<file path="src/rtl/pipeline_pkg.sv">
// Shared pipeline types and constants for the RV64I hazard controller.
package pipeline_pkg;

   typedef enum logic [1:0] {
      FWD_RF = 2'b00,
      FWD_W  = 2'b01,
      FWD_M  = 2'b10
   } fwd_sel_e;

   typedef enum logic {
      RUN      = 1'b0,
      MEM_WAIT = 1'b1
   } hazard_state_e;

   localparam logic [1:0] RESULT_SRC_LOAD = 2'b01;
   localparam logic [4:0] REG_X0          = 5'd0;

   // M-stage producer wins over W-stage producer; x0 never forwards.
   function automatic fwd_sel_e fwd_sel(
      input logic [4:0] rs,
      input logic [4:0] rd_m,
      input logic       we_m,
      input logic [4:0] rd_w,
      input logic       we_w
   );
      if (we_m && rd_m != REG_X0 && rd_m == rs)
         return FWD_M;
      else if (we_w && rd_w != REG_X0 && rd_w == rs)
         return FWD_W;
      else
         return FWD_RF;
   endfunction

endpackage

</file>
<file path="src/rtl/hazard_perf_cnt.sv">
// Single saturating event counter with enable and synchronous clear.
module hazard_perf_cnt #(
   parameter int W = 32
) (
   input  logic         clk,
   input  logic         i_clr,
   input  logic         i_en,
   output logic [W-1:0] o_cnt
);

   logic [W-1:0] r_cnt;

   always_ff @(posedge clk) begin
      if (i_clr)
         r_cnt <= '0;
      else if (i_en && r_cnt != '1)
         r_cnt <= r_cnt + 1'b1;
   end

   assign o_cnt = r_cnt;

endmodule

</file>
<file path="src/rtl/hazard_ctrl.sv">
// Hazard/sequencing controller: stalls, flushes, forwarding, memory-wait FSM.
// Optional perf counters are built when HAZARD_PERF_EN is defined.
module hazard_ctrl
   import pipeline_pkg::*;
#(
   parameter int MEM_TIMEOUT = 255,
   parameter int CNT_W       = 32
) (
   input  logic             clk,
   input  logic             rst,
   input  logic [4:0]       Rs1_D,
   input  logic [4:0]       Rs2_D,
   input  logic [4:0]       Rs1_E,
   input  logic [4:0]       Rs2_E,
   input  logic [4:0]       Rd_E,
   input  logic [4:0]       Rd_M,
   input  logic [4:0]       Rd_W,
   input  logic             RegWrite_M,
   input  logic             RegWrite_W,
   input  logic [1:0]       ResultSrc_E,
   input  logic             PCSrc_E,
   input  logic             MemReq_M,
   input  logic             mem_ready,
   output logic             Stall_F,
   output logic             Stall_D,
   output logic             Stall_E,
   output logic             Stall_M,
   output logic             Flush_D,
   output logic             Flush_E,
   output logic             Flush_W,
   output logic [1:0]       ForwardA_E,
   output logic [1:0]       ForwardB_E,
   output logic             PCRedirect_F,
   output logic             mem_timeout_err,
   output logic [CNT_W-1:0] ld_use_cnt,
   output logic [CNT_W-1:0] flush_cnt,
   output logic [CNT_W-1:0] mem_wait_cnt
);

   localparam logic [7:0] LP_TO = 8'(MEM_TIMEOUT);

   hazard_state_e r_state;
   hazard_state_e w_state_nxt;
   logic [7:0]    r_wait;
   logic [7:0]    w_wait_inc;
   logic          r_err;
   logic          w_mem_stall;
   logic          w_ld_use;
   logic          w_ld_use_app;

   assign w_mem_stall = MemReq_M && !mem_ready;
   assign w_ld_use    = ResultSrc_E == RESULT_SRC_LOAD
                     && Rd_E != REG_X0
                     && (Rd_E == Rs1_D || Rd_E == Rs2_D);

   always_ff @(posedge clk) begin
      if (rst)
         r_state <= RUN;
      else
         r_state <= w_state_nxt;
   end

   always_comb begin
      w_state_nxt = r_state;
      unique case (r_state)
         RUN:      if (w_mem_stall) w_state_nxt = MEM_WAIT;
         MEM_WAIT: if (mem_ready || !MemReq_M) w_state_nxt = RUN;
         default:  w_state_nxt = RUN;
      endcase
   end

   // Hazard outputs are zero-latency; the FSM only tracks wait duration.
   always_comb begin
      Stall_F      = 1'b0;
      Stall_D      = 1'b0;
      Stall_E      = 1'b0;
      Stall_M      = 1'b0;
      Flush_D      = 1'b0;
      Flush_E      = 1'b0;
      Flush_W      = 1'b0;
      PCRedirect_F = 1'b0;
      w_ld_use_app = 1'b0;
      ForwardA_E   = FWD_RF;
      ForwardB_E   = FWD_RF;
      if (rst) begin
         Flush_D = 1'b1;
         Flush_E = 1'b1;
         Flush_W = 1'b1;
      end else begin
         ForwardA_E = fwd_sel(Rs1_E, Rd_M, RegWrite_M, Rd_W, RegWrite_W);
         ForwardB_E = fwd_sel(Rs2_E, Rd_M, RegWrite_M, Rd_W, RegWrite_W);
         if (w_mem_stall) begin
            Stall_F = 1'b1;
            Stall_D = 1'b1;
            Stall_E = 1'b1;
            Stall_M = 1'b1;
            Flush_W = 1'b1;
         end else if (PCSrc_E) begin
            PCRedirect_F = 1'b1;
            Flush_D      = 1'b1;
            Flush_E      = 1'b1;
         end else if (w_ld_use) begin
            Stall_F      = 1'b1;
            Stall_D      = 1'b1;
            Flush_E      = 1'b1;
            w_ld_use_app = 1'b1;
         end
      end
   end

   assign w_wait_inc = (r_wait == 8'hFF) ? r_wait : r_wait + 8'd1;

   always_ff @(posedge clk) begin
      if (rst) begin
         r_wait <= 8'd0;
         r_err  <= 1'b0;
      end else begin
         r_wait <= (r_state == RUN) ? 8'd0 : w_wait_inc;
         if (r_state == MEM_WAIT && w_wait_inc >= LP_TO)
            r_err <= 1'b1;
      end
   end

   assign mem_timeout_err = r_err;

`ifdef HAZARD_PERF_EN
   hazard_perf_cnt #(.W(CNT_W)) u_ld_use_cnt (
      .clk   (clk),
      .i_clr (rst),
      .i_en  (w_ld_use_app),
      .o_cnt (ld_use_cnt)
   );

   hazard_perf_cnt #(.W(CNT_W)) u_flush_cnt (
      .clk   (clk),
      .i_clr (rst),
      .i_en  (PCRedirect_F),
      .o_cnt (flush_cnt)
   );

   hazard_perf_cnt #(.W(CNT_W)) u_mem_wait_cnt (
      .clk   (clk),
      .i_clr (rst),
      .i_en  (w_mem_stall),
      .o_cnt (mem_wait_cnt)
   );
`else
   assign ld_use_cnt   = '0;
   assign flush_cnt    = '0;
   assign mem_wait_cnt = '0;
`endif

endmodule

</file>
<file path="config.mk">
export PLATFORM = sky130hd
export DESIGN_NAME = hazard_ctrl
export DESIGN_NICKNAME = d
export VERILOG_FILES = /design/src/rtl/pipeline_pkg.sv /design/src/rtl/hazard_perf_cnt.sv /design/src/rtl/hazard_ctrl.sv
export SDC_FILE = /design/constraint.sdc
export NUM_CORES = 1
export LEC_CHECK = 0
export ABC_CLOCK_PERIOD_IN_PS = 1700
export BUFFER_PORTS_ARGS = -buffer_cell sky130_fd_sc_hd__clkbuf_2
export CORE_ASPECT_RATIO = 1.25
export CORE_MARGIN = 10
export CORE_UTILIZATION = 38
export CTS_CLUSTER_SIZE = 30
export DETAILED_ROUTE_END_ITERATION = 7
export HOLD_SLACK_MARGIN = 0.03
export PLACE_DENSITY = 0.83
export SETUP_SLACK_MARGIN = 0.1
export SYNTH_ARGS = -nofsm -noshare
export SYNTH_HDL_FRONTEND = slang
export SYNTH_SLANG_ARGS = --single-unit
</file>
<file path="constraint.sdc">
create_clock -name clk -period 1.7 [get_ports clk]
set_clock_uncertainty 0.05 [all_clocks]
set_input_delay 0.255 -clock clk [delete_from_list [all_inputs] [get_ports clk]]
set_output_delay 0.255 -clock clk [all_outputs]
set_load 0.02 [all_outputs]
</file>
## Word-level counts from Yosys, hierarchy flattened

Cells that the tools add are included.
W data, S select, Z words.

| storage, ports and cells | value |
|---|---|
| memory bits (writable) | 0 |
| memories | 0 |
| input port bits | 44 |
| latch bits | 0 |
| register bits after elaboration | 10 |
| bits in read-only memories | 0 |

| operators by class | value |
|---|---|
| reduce and logical (&&, ||, !) cells | 18 |
| magnitude comparators | 1 |
| add/subtract/negate cells | 1 |
| bitwise logic cells | 1 |
| muxes and demuxes | 23 |
| shift-type cells | 0 |
| $mul | 0 |
| div/mod/pow operators | 0 |
| eq/ne operators | 8 |

Operators with widths:

| operator | number |
|---|---|
| $eq A5 B5 Y1 | 6 |
| $mux W1 | 17 |
| $reduce_bool A5 Y1 | 3 |
| $logic_and A1 B1 Y1 | 10 |
| $add A8 B1 Y8 const B | 1 |
| $eq A8 B8 Y1 const B | 1 |
| $ge A8 B8 Y1 const B | 1 |
| $mux W2 | 4 |
| $mux W8 | 1 |
| $eq A2 B1 Y1 const B | 1 |
| $logic_not A1 Y1 | 2 |
| $logic_or A1 B1 Y1 | 2 |
| $pmux W1 S2 | 1 |
| $reduce_or A2 Y1 | 1 |
| $not A1 Y1 | 1 |

## Logic depth before layout (Yosys ltp)

| logic depth | value |
|---|---|
| depth after elaboration | 7 |
| depth in mapped cells | 6 |
| gate-level depth less buffers | 5 |

## Worst setup path after synthesis

No wires, ideal clock.

| path | value |
|---|---|
| path type | in2out |
| start | in Rd_E[1] |
| end | out Stall_F |
| slack | -0.438 ns |
| required time | 1.395 ns |
| stages on the path | 5 |
| arrival | 1.833 ns |
| path buffers | 1 |
| cells stage by stage | xor2_1 nor3_1 a22oi_1 o41ai_1 buf_4 |

| between the ends | value |
|---|---|
| longest elaborated chain between the ends | 7 |
| elaborated cells on any way between the ends | 10 |

RTL lines:

| what | RTL line | source |
|---|---|---|
| start: declaration | hazard_ctrl.sv:15 | `input logic [4:0] Rd_E,` |
| $eq A5 B5 Y1 or $reduce_bool A5 Y1 (tied branches) | hazard_ctrl.sv:54, hazard_ctrl.sv:53 |  |
| $logic_or A1 B1 Y1 or $logic_and A1 B1 Y1 (tied branches) | hazard_ctrl.sv:54, hazard_ctrl.sv:53 |  |
| $logic_and A1 B1 Y1 (*) | hazard_ctrl.sv:54 | `&& (Rd_E == Rs1_D \|\| Rd_E == Rs2_D);` |
| $mux W1 (*) (4 in series) | - |  |
| end: declaration | hazard_ctrl.sv:24 | `output logic Stall_F,` |

Mark *: on every way between the ends. The rest lies on a longest branch, timed or not.

## Worst setup path in the final report

| path | value |
|---|---|
| start | in Rd_M[1] |
| end | out ForwardB_E[0] |

| between the ends | value |
|---|---|
| longest elaborated chain between the ends | 5 |
| elaborated cells on any way between the ends | 6 |

RTL lines:

| what | RTL line | source |
|---|---|---|
| start: declaration | hazard_ctrl.sv:16 | `input logic [4:0] Rd_M,` |
| $reduce_bool A5 Y1 | pipeline_pkg.sv:26 | `if (we_m && rd_m != REG_X0 && rd_m == rs)` |
| $logic_and A1 B1 Y1 | pipeline_pkg.sv:26 |  |
| $logic_and A1 B1 Y1 (*) | pipeline_pkg.sv:26 |  |
| $mux W2 (*) | pipeline_pkg.sv:26 |  |
| $mux W2 (*) | hazard_ctrl.sv:85 | `if (rst) begin` |
| end: declaration | hazard_ctrl.sv:32 | `output logic [1:0] ForwardB_E,` |

Marks and branches as above.

==> flow_summary.toml <==
[outcome]
status = "complete, but fails checks"
violations = "setup timing"

[clock_network]
cts_buffers = 3
path_clk_slew_ps = 50
ctsRootBufferMaster = "clkbuf_8"
hold_buffers = 0
cts_tree = "yes"
cts_max_level = 1
clk_latency_ps = 240
clockBufferDepth = 2
cts_sinks = 10

[power_and_ir_drop]
clockPowerShare_pct = 26.4
power.switching_uw = 433.4
sw_frac_of_total_pct = 45.18
intPower_uw = 525.8
p_leak_nw = 1.031
design_power_total_uw = 959.3
vdd_drop_max_mv = 0.3810
p_per_area_nw_per_um2 = 469.8
power_frac_comb_pct = 48.9
p_seq_share_pct = 24.8

[synthesis]
avgSynthCellArea_um2 = 7.614
synthXorXnorAreaFrac_pct = 17.02
synth_compound_area_share_pct = 7.443
synthAdderAreaFrac_pct = 0.7369
synth_top_cell_by_area = "buf_4"
synth_top_area_share_pct = 43.33
synth_top_family_by_area = "buffers and inverters"
synthSimpleGateAreaFrac_pct = 17.24
synth_area_um2 = 1698
synth_area_leaders = "buf_4 43%, dfxtp_1 12%, xor2_1 9.3%"
synth_cell_types = 35
ys_seq_area_share_pct = 11.79
postSynthCellCount = 223
yosys_register_bits = 10
ys_warn_count = 0
muxShareOfSynthArea_pct = 0.5895

[final_layout]
fin_area_um2 = 2042
diodes = 0
seq_area_um2 = 200.2
multi_input_area_um2 = 1221
layout_common_cells = "96 x conb_1, 45 x clkbuf_2, 21 x buf_4"
drive_above_1_share_pct = 31.86
nNetsFinal = 342
fill_cells = 421
layout_commonest_cell = "conb_1"
syn2layout_area_growth_pct = 20.27

[setup_path]
cp_max_fo = 3
cpMaxStageDelayCell = "or4_4"
startpoint_type = "primary input"
cpPeakStageDelay_ps = 550
required_ps = 1390
crit_chain = "buf_6 > or4_4 > o21ai_4 > nor4_4 > nor4_4 > clkbuf_8"
setup.worst_path.end_class = "primary output"
worstPathArrival_ps = 1550
path_class = "primary input to primary output"
crit_top_cell = "nor4_4"

[global_routing]
grtUsageTotal_pct = 11.26
grt_max_degree = 10
grt_first_pass_wirelength_um = 6844
grt_remaining_overflow = 0
grt_pass1_vias = 1532
antenna_found_initial = 0

[sta]
maxSlewViolCount = 0
setup-violations-final = 6
period_needed_ps = 1851
hold_violations = 0
fmax_ghz = 0.5403
worst_slack_ps = -151.0
rsz0062_at_grt = "yes"
period_share_pct = 108.9

[drt]
post_drt_wl_per_cell_um = 14.03
drc = 0
drtAntennaViolNets = 0
vias_per_cell = 4.147
wl_um = 4951
drtIter0Drc = 23
num_vias = 1464
dr.pass1.iters = 4

[floorplan]
rows = 27
dieArea_um2 = 7558
core_area_um2 = 4358
die_x_um = 79.79
io_pins = 153
die_h_um = 94.74
initial_core_util_pct = 38.96

[place]
gp_congestion = 0.8861
hpwl_um = 4116
dpl_cell_area_um2 = 1846
port_buffers = 56

[worst_hold_path]
hp-class = "primary input to register"

[run]
maxCapViolCount = 0
==> final cells by class <==
cell class	count	share of cell area, %
multi-input cells	203	59.80
repair buffers	75	24.08
flip-flops and latches	10	9.804
well taps	58	3.554
clock buffers	3	2.022
inverters	4	0.7353
==> what timing repair did <==
item                                    in CTS  in global routing
pin swaps                                    6                  6
resized for setup                           13                 23
endpoints found under the hold margin        0                  0
buffers inserted                             1                  3
endpoints found under the setup margin       7                  8
==> worst max-delay path: cells and delay by family <==
kind | cells | cell delay (ps)
and+or+nand+nor | 3 | 780
AOI/OAI and AO/OA | 1 | 230
buffers and inverters | 2 | 280
==> state kept, by name (all words and copies together) (netlist names) <==
| register | flops |
|---|---|
| r_state | 1 |
| r_wait | 8 |
| mem_timeout_err | 1 |
==> logic make-up (layout without fill, tap and decap cells) <==
family,count (synthesis),in the layout
other,1,96
and+or+nand+nor,53,53
buffers and inverters,105,82
DFF,10,10
muxes,1,1
AOI/OAI and AO/OA,19,19
xor gates and xnor gates,33,33
adders and majority gates,1,1
==> final timing paths <==
check                        from               to  slack, ps  depth (start not counted)
setup reg to reg        r_wait[0]        r_wait[5]        150                          5
hold reg to reg   mem_timeout_err  mem_timeout_err        410                          2
setup / recovery          Rd_M[1]    ForwardB_E[0]       -150                          6
hold / removal           MemReq_M          r_state        280                          3
==> metal layers <==
metal	up-vias	share of wire, %	GRT usage (%)
li1	692	-	-
met1	663	29	9.552
met2	95	56	22.09
met3	14	12	4.468
met4	0	3.8	5.294
met5	-	0	0
==> stage by stage <==
stage,worst slack [ps],setup TNS (ps),utilization (%),instances,hold WS (ps)
detailed placement,-174.8,-638.8,42.35,346,394.0
global route,-236.0,-798.8,46.86,353,319.2
CTS,-101.8,-291.4,44.76,350,254.2
global placement,-169.0,-467.0,42.35,346,394.6
finish,-151.0,-455.3,46.86,353,277.0
floorplan,-3.735,-3.735,-,318,394.2
==> cell usage after synthesis <==
cell type and n:
a22oi_1 1, clkbuf_1 2, xor2_1 18, a211oi_1 2, a21oi_1 5, o21ai_2 1
nor2b_1 3, xnor2_1 15, conb_1 1, ha_1 1, and3_1 3, nor3b_1 1
dfxtp_1 10, and4b_1 1, buf_2 1, nor4_2 1, or4_1 2, nand3_1 5
nand4_1 3, nand2_1 5, nor3_1 8, mux2i_1 1, nand2b_1 4, o21ai_0 3
a31oi_1 2, buf_4 98, inv_1 4, o2111ai_1 2, o41ai_1 1, o32ai_1 1
o31ai_1 1, and4_1 1, nor2_1 11, nor4_1 4, nand3b_1 1
==> power by group through the flow <==
stage / logic [mW] / clock network, mW / registers (mW)
floorplan: 0.475 / 0 / 0.242
global route: 0.505 / 0.268 / 0.237
global placement: 0.415 / 0 / 0.242
detailed placement: 0.420 / 0 / 0.242
CTS: 0.433 / 0.258 / 0.237
finish: 0.469 / 0.253 / 0.237
(Power assumes the default switching activity.)
